**src/rtl/id_ex_stage.sv**
```systemverilog
// Decode/issue register ahead of the ALU: builds {opcode,funct} control, extends imm, 1-entry skid.
// Optional operand forwarding at accept time is enabled by defining ID_EX_FWD_EN.
module id_ex_stage #(
   parameter int W  = 32,
   parameter int CW = 12
) (
   input  logic          clk_i,
   input  logic          rst_i,
   input  logic          in_valid_i,
   output logic          in_ready_o,
   input  logic [W-1:0]  instr_i,
   input  logic [W-1:0]  rs_data_i,
   input  logic [W-1:0]  rt_data_i,
   input  logic          flush_i,
`ifdef ID_EX_FWD_EN
   input  logic          fwd_valid_i,
   input  logic [4:0]    fwd_reg_i,
   input  logic [W-1:0]  fwd_data_i,
`endif
   output logic          out_valid_o,
   input  logic          out_ready_i,
   output logic [CW-1:0] cnt_o,
   output logic [W-1:0]  rs_o,
   output logic [W-1:0]  rt_o,
   output logic [W-1:0]  imm_o,
   output logic [4:0]    dst_o
);

   typedef struct packed {
      logic [CW-1:0] cnt;
      logic [W-1:0]  rs;
      logic [W-1:0]  rt;
      logic [W-1:0]  imm;
      logic [4:0]    dst;
   } uop_t;

   logic [5:0] op, fn;
   uop_t       dec;
   uop_t       out_q, out_d, skid_q, skid_d;
   logic       out_vld_q, out_vld_d, skid_vld_q, skid_vld_d;
   logic       accept;

   assign op = instr_i[31:26];
   assign fn = instr_i[5:0];

   always_comb begin
      dec    = '0;
      dec.rs = rs_data_i;
      dec.rt = rt_data_i;
      if (op == 6'd0) begin
         dec.cnt = CW'({6'd0, fn});
         dec.dst = instr_i[15:11];
      end else begin
         dec.cnt = CW'({op, 6'd0});
         dec.dst = (op == 6'd40) ? 5'd0 : instr_i[20:16];
      end
      // Unknown opcodes fall through with imm=0; the ALU treats them as no-ops.
      case (op)
         6'd8, 6'd32, 6'd40: dec.imm = {{(W-16){instr_i[15]}}, instr_i[15:0]};
         6'd12, 6'd13:       dec.imm = {{(W-16){1'b0}}, instr_i[15:0]};
         default:            dec.imm = '0;
      endcase
`ifdef ID_EX_FWD_EN
      if (fwd_valid_i && fwd_reg_i != 5'd0 && fwd_reg_i == instr_i[25:21]) dec.rs = fwd_data_i;
      if (fwd_valid_i && fwd_reg_i != 5'd0 && fwd_reg_i == instr_i[20:16]) dec.rt = fwd_data_i;
`endif
   end

`ifndef ID_EX_FWD_EN
   logic unused_rs_field;
   assign unused_rs_field = ^instr_i[25:21];
`endif

   assign accept = in_valid_i && !skid_vld_q && !flush_i;

   // Skid entry is always older than new input, so it drains before anything is accepted.
   always_comb begin
      out_d      = out_q;
      out_vld_d  = out_vld_q;
      skid_d     = skid_q;
      skid_vld_d = skid_vld_q;
      if (flush_i) begin
         out_vld_d  = 1'b0;
         skid_vld_d = 1'b0;
      end else if (skid_vld_q) begin
         if (out_ready_i) begin
            out_d      = skid_q;
            skid_vld_d = 1'b0;
         end
      end else if (accept) begin
         if (!out_vld_q || out_ready_i) begin
            out_d     = dec;
            out_vld_d = 1'b1;
         end else begin
            skid_d     = dec;
            skid_vld_d = 1'b1;
         end
      end else if (out_ready_i) begin
         out_vld_d = 1'b0;
      end
   end

   always_ff @(posedge clk_i) begin
      if (rst_i) begin
         out_q      <= '0;
         skid_q     <= '0;
         out_vld_q  <= 1'b0;
         skid_vld_q <= 1'b0;
      end else begin
         out_q      <= out_d;
         skid_q     <= skid_d;
         out_vld_q  <= out_vld_d;
         skid_vld_q <= skid_vld_d;
      end
   end

   assign in_ready_o  = !skid_vld_q;
   assign out_valid_o = out_vld_q;
   assign cnt_o       = out_q.cnt;
   assign rs_o        = out_q.rs;
   assign rt_o        = out_q.rt;
   assign imm_o       = out_q.imm;
   assign dst_o       = out_q.dst;

endmodule
```
**config.mk**
```make
export PLATFORM = sky130hd
export DESIGN_NAME = id_ex_stage
export DESIGN_NICKNAME = d
export VERILOG_FILES = /design/src/rtl/id_ex_stage.sv
export SDC_FILE = /design/constraint.sdc
export NUM_CORES = 1
export LEC_CHECK = 0
export CORE_UTILIZATION = 35
export CTS_BUF_LIST = sky130_fd_sc_hd__clkbuf_8
export DETAILED_ROUTE_END_ITERATION = 10
export PLACE_DENSITY = 0.69
export SLEW_MARGIN = 20
export SYNTH_ARGS = -nofsm -noshare
export SYNTH_HDL_FRONTEND = slang
export SYNTH_SLANG_ARGS = --single-unit
```
**constraint.sdc**
```tcl
create_clock -name clk_i -period 1.7 [get_ports clk_i]
set_input_delay 0.17 -clock clk_i [delete_from_list [all_inputs] [get_ports clk_i]]
set_output_delay 0.17 -clock clk_i [all_outputs]
set_load 0.1 [all_outputs]
```
Word level (Yosys, flattened, before mapping)

Cells that the tools add are included.

Eq/ne operators: 7
Bitwise logic cells: 3
Reduce and logical (&&, ||, !) cells: 16
Mux-type cells: 15

Operator list:

| kind                 | number |
|---|---|
| $mux W113            | 4 |
| $pmux W32 S2         | 1 |
| $eq A6 B4 Y1 const B | 3 |
| $eq A6 B6 Y1 const B | 2 |
| $mux W12             | 1 |
| $mux W5              | 2 |
| $reduce_and A4 Y1    | 2 |
| $mux W1              | 7 |
| $logic_not A6 Y1     | 1 |
| $reduce_bool A2 Y1   | 3 |
| $reduce_or A2 Y1     | 2 |
| $logic_not A1 Y1     | 3 |
| $not A1 Y1           | 3 |
| $reduce_and A3 Y1    | 1 |
| $reduce_or A3 Y1     | 1 |
| $logic_and A1 B1 Y1  | 2 |
| $ne A2 B1 Y1 const B | 1 |
| $ne A2 B2 Y1 const B | 1 |
| $logic_or A1 B1 Y1   | 1 |

Output and inout bits: 115
Input port bits: 101
Register bits after elaboration: 228
Logic and storage cells: 53

Depth between registers and ports, before layout

Depth after elaboration: 6
Gate-level depth with buffers: 7
Gate-level depth less buffers: 4

Worst setup path after synthesis

OpenSTA, ideal clock, no wires.

Path type: register to register
Start: reg out_vld_q, in the netlist out_valid_o
End: reg out_q, in the netlist dst_o[0]
Stages on the path, launching flop included: 7
Path buffers: 2
Setup slack: -0.464 ns
Data arrival time: 2.068 ns
Data required time: 1.604 ns
Library setup time: 0.096 ns
Clock period less this slack: 2.164 ns
Path through: dfxtp_1 -> o21ba_2 -> or2_1 -> clkbuf_1 -> buf_1 -> nand3b_1 -> o41ai_2

Cells in the longest elaborated chain, start to end: 4

Ends and longest elaborated chain:

| item                                | line | RTL |
|---|---|---|
| start, declared                     | 40   | `logic out_vld_q, out_vld_d, skid_vld_q, skid_vld_d;` |
| start signal, assigned              | 112  | `out_vld_q <= out_vld_d;` |
| $logic_not A1 Y1                    | 91   | `if (!out_vld_q \|\| out_ready_i) begin` |
| $logic_or A1 B1 Y1                  | 91   |  |
| $reduce_bool A2 Y1 (no source line) | n/a  |  |
| $reduce_and A4 Y1 (no source line)  | n/a  |  |
| end signal, assigned                | 110  | `out_q <= out_d;` |
| end, declared                       | 39   | `uop_t out_q, out_d, skid_q, skid_d;` |

Every way passes these cells.
A chain may end at the register's enable or synchronous reset.

Worst setup path in the final report

Start: in instr_i[26]
End: reg out_q, in the netlist dst_o[1]

Cells in the longest elaborated chain, start to end: 6
Elaborated cells on any way between the ends: 7
Classes of those cells: eq/ne: 1; mux: 5; reduce/logical: 1

Ends and longest elaborated chain:

| item            | line | RTL |
|---|---|---|
| start, declared | 11   | `input logic [W-1:0] instr_i,` |
| $eq A6 B6 Y1    | 55   | `dec.dst = (op == 6'd40) ? 5'd0 : instr_i[20:16];` |
| $mux W5         | 55   |  |
| $mux W5 *       | 50   | `if (op == 6'd0) begin` |
| $mux W113 *     | 91   |  |
| $mux W113 *     | 90   | `end else if (accept) begin` |
| $mux W113 *     | 85   | `end else if (skid_vld_q) begin` |

Mark *: on every way between the ends. The rest lies on a longest branch, timed or not. The select of a mux whose other input is x is not followed.

==> metrics.cfg <==
[setup_path]
crit_path_max_fanout = 10
crit_arrival_ns = 1.95
crit_chain = clkdlybuf4s50_1 > buf_4 > nor4_1 > buf_4 > o21ai_1 > buf_4 > a221oi_1 > o41ai_2
cp_data_required_time_ns = 2.04
rrSetupSlack_ns = 0.14
crit_slowest_cell = clkdlybuf4s50_1
end_kind = register
critical-path-max-stage-delay_ns = 0.44
crit_path_frequent_cell = buf_4
path_class = in2reg
cp-start-kind = input port

[yosys]
synth_cells = 919
syn_area_per_cell_um2 = 8.667
synthTopCellsByArea = dfxtp_1, mux2i_1, nand2_1
synth_area_um2 = 7965
async_reset_ff_share_pct = 0
yosysTopAreaCell = dfxtp_1
ys_types = 32
yosysMostFrequentCell = dfxtp_1
synth_edf_count = 0
synth-seq-area-share_pct = 49.76
synth_top_area_share_pct = 49.76
ys.flop_type = dfxtp_1
synthTopCellsByCount = dfxtp_1, nand2_1, nor2_1
yosys_register_bits = 198
ys_warn_count = 0
syn_nets = 1020

[pwr]
leakagePower_nw = 4.051
ir_drop_v = 0.0004914
power_density_nw_per_um2 = 944.1
p_total_w = 0.01063

[timing]
fmax_mhz = 619.5
final_hold_viol_count = 0
post-route-period-util_pct = 94.95
drv_slew = 0
setup_viol = 0
worst_slack_ns = 0.08590
finalClockSkew_ns = 0.009783
grt_setup_unrepaired = false
fin_crit_ns = 1.614
worstMarginPinSlew_ns = 0.5743
slew_headroom_pct = 61.71
worst_hold_slack_ns = 0.1400

[die]
row_count = 54
io_pins = 216
start_util_pct = 36.05
die_w_um = 152.9
fp.dieH_um = 152.9
core_area_um2 = 22090
die_area_um2 = 23360

[routing]
detail-route-antenna-nets = 0
route.vias.total = 7069
drtIter0Drc = 341
vias_per_cell = 5.017
drt_first_pass_iters = 5
drc = 0
finalWirelength_mm = 21.69
wl_per_cell_um = 15.39

[global_route]
antenna_found_initial = 1
grtUsageTotal_pct = 18.70
met1_usage_pct = 23.91
grt_pass1_vias = 6752
met3_usage_pct = 4.962
met2_usage_pct = 30.82
grt_max_degree = 65
grt_pass1_wl_mm = 35.13
grt-busiest-layer = met2
grt-ovfl-total = 0

[cts]
clkTransAtPathRegs_ns = 0.11
hold_buffers = 0
clock_sinks = 198
htree_levels = 4
clockBufferDepth = 2
cts-root-buf = clkbuf_8
insertion_delay_ns = 0.46
cts_tree = done
numCtsBuffers = 17

[place]
dp_hpwl_mm = 14.38
port_buffers = 210
pre_cts_slack_ns = -0.3927
gp_congestion = 0.7681
dp_cells = 1372

[min_path]
holdCritPathClass = in2reg

[finish]
area_delta_synth_final_pct = 41.36
final_layout_size_suffix_gt1_share_pct = 20.57
nets = 1216
stdcell_count = 1409

[flow_run]
drv_cap = 0

[run_status]
status = finished clean

kinds of logic (layout without fill, tap and decap cells):
group	after synthesis	in the layout	synth area share, %
DFF	198	198	49.76
muxes	71	71	8.938
buffers and inverters	98	307	5.749
AOI/OAI and AO/OA	211	211	17.72
and+or+nand+nor	341	341	17.83
other	0	1	0
per-layer routing:
layer | vias up | part of all wire (%)
met5 | - | 0
met4 | 0 | 1.1
li1 | 3598 | -
met3 | 16 | 5.8
met1 | 3284 | 46
met2 | 171 | 48
critical path, delay by kind of cell:
family	cells	cell delay, ns
buffers and inverters	4	0.96
AOI/OAI and AO/OA	3	0.49
and+or+nand+nor	1	0.32
what timing repair did:
item                                   CTS  global route
cloned                                   2             0
gates resized for setup                  3             4
endpoints found under the hold margin    0             0
buffers inserted                         2             0
setup endpoints to repair                1             3
cell usage in the layout, fill, tap and decap left out, drive strengths merged, types with 4 or more instances in the layout:
master           n
a211oi          76
nor3            25
nor2           107
o41ai            5
a21oi           99
inv              9
mux2i           70
a221oi          27
nand3           28
buf            178
clkbuf          17
clkinv           4
nand3b           5
dfxtp          198
clkdlybuf4s50   94
nand2          164
metrics by stage:
stage / util (%) / TNS (ns) / instance area [um2]
detailed placement: 48.65 / -23.29 / 10750
CTS: 50.87 / 0 / 11240
finish: 50.96 / 0 / 11260
global route: 50.96 / 0 / 11260
floorplan: - / 0 / 7974
global placement: 48.65 / -16.70 / 10750
registers in the layout, indices dropped and copies added, names as in the netlist:
name / count
rt_o: 32
skid_q: 98
rs_o: 32
out_valid_o: 1
cnt_o: 12
dst_o: 5
imm_o: 17
skid_vld_q: 1
power by group:
group | leakage (nW) | switching [W] | internal, W | total [W]
Combinational | 2.24 | 0.00184 | 0.000802 | 0.00265
Sequential | 1.62 | 0.000104 | 0.00481 | 0.00491
Clock | 0.197 | 0.00184 | 0.00123 | 0.00307
cell type report:
cell class / instances / area (um2)
flip-flops and latches: 198 / 3973
inverters: 1 / 3.754
clock inverters: 15 / 161.4
diodes: 1 / 2.502
well taps: 280 / 350.3
multi-input cells: 623 / 3593
clock buffers: 17 / 234.0
repair buffers: 274 / 2942
fillers: 2100 / 10830
path summary, 6_finish.rpt:
path | from | endpoint | cells past startpoint
setup / recovery | instr_i[26] | dst_o[1] | 8
hold / removal | rst_i | skid_q[44] | 2
setup reg to reg | skid_vld_q | rt_o[16] | 7
hold reg to reg | skid_q[54] | skid_q[54] | 2
No activity file was read; power rests on OpenSTA's default activity.
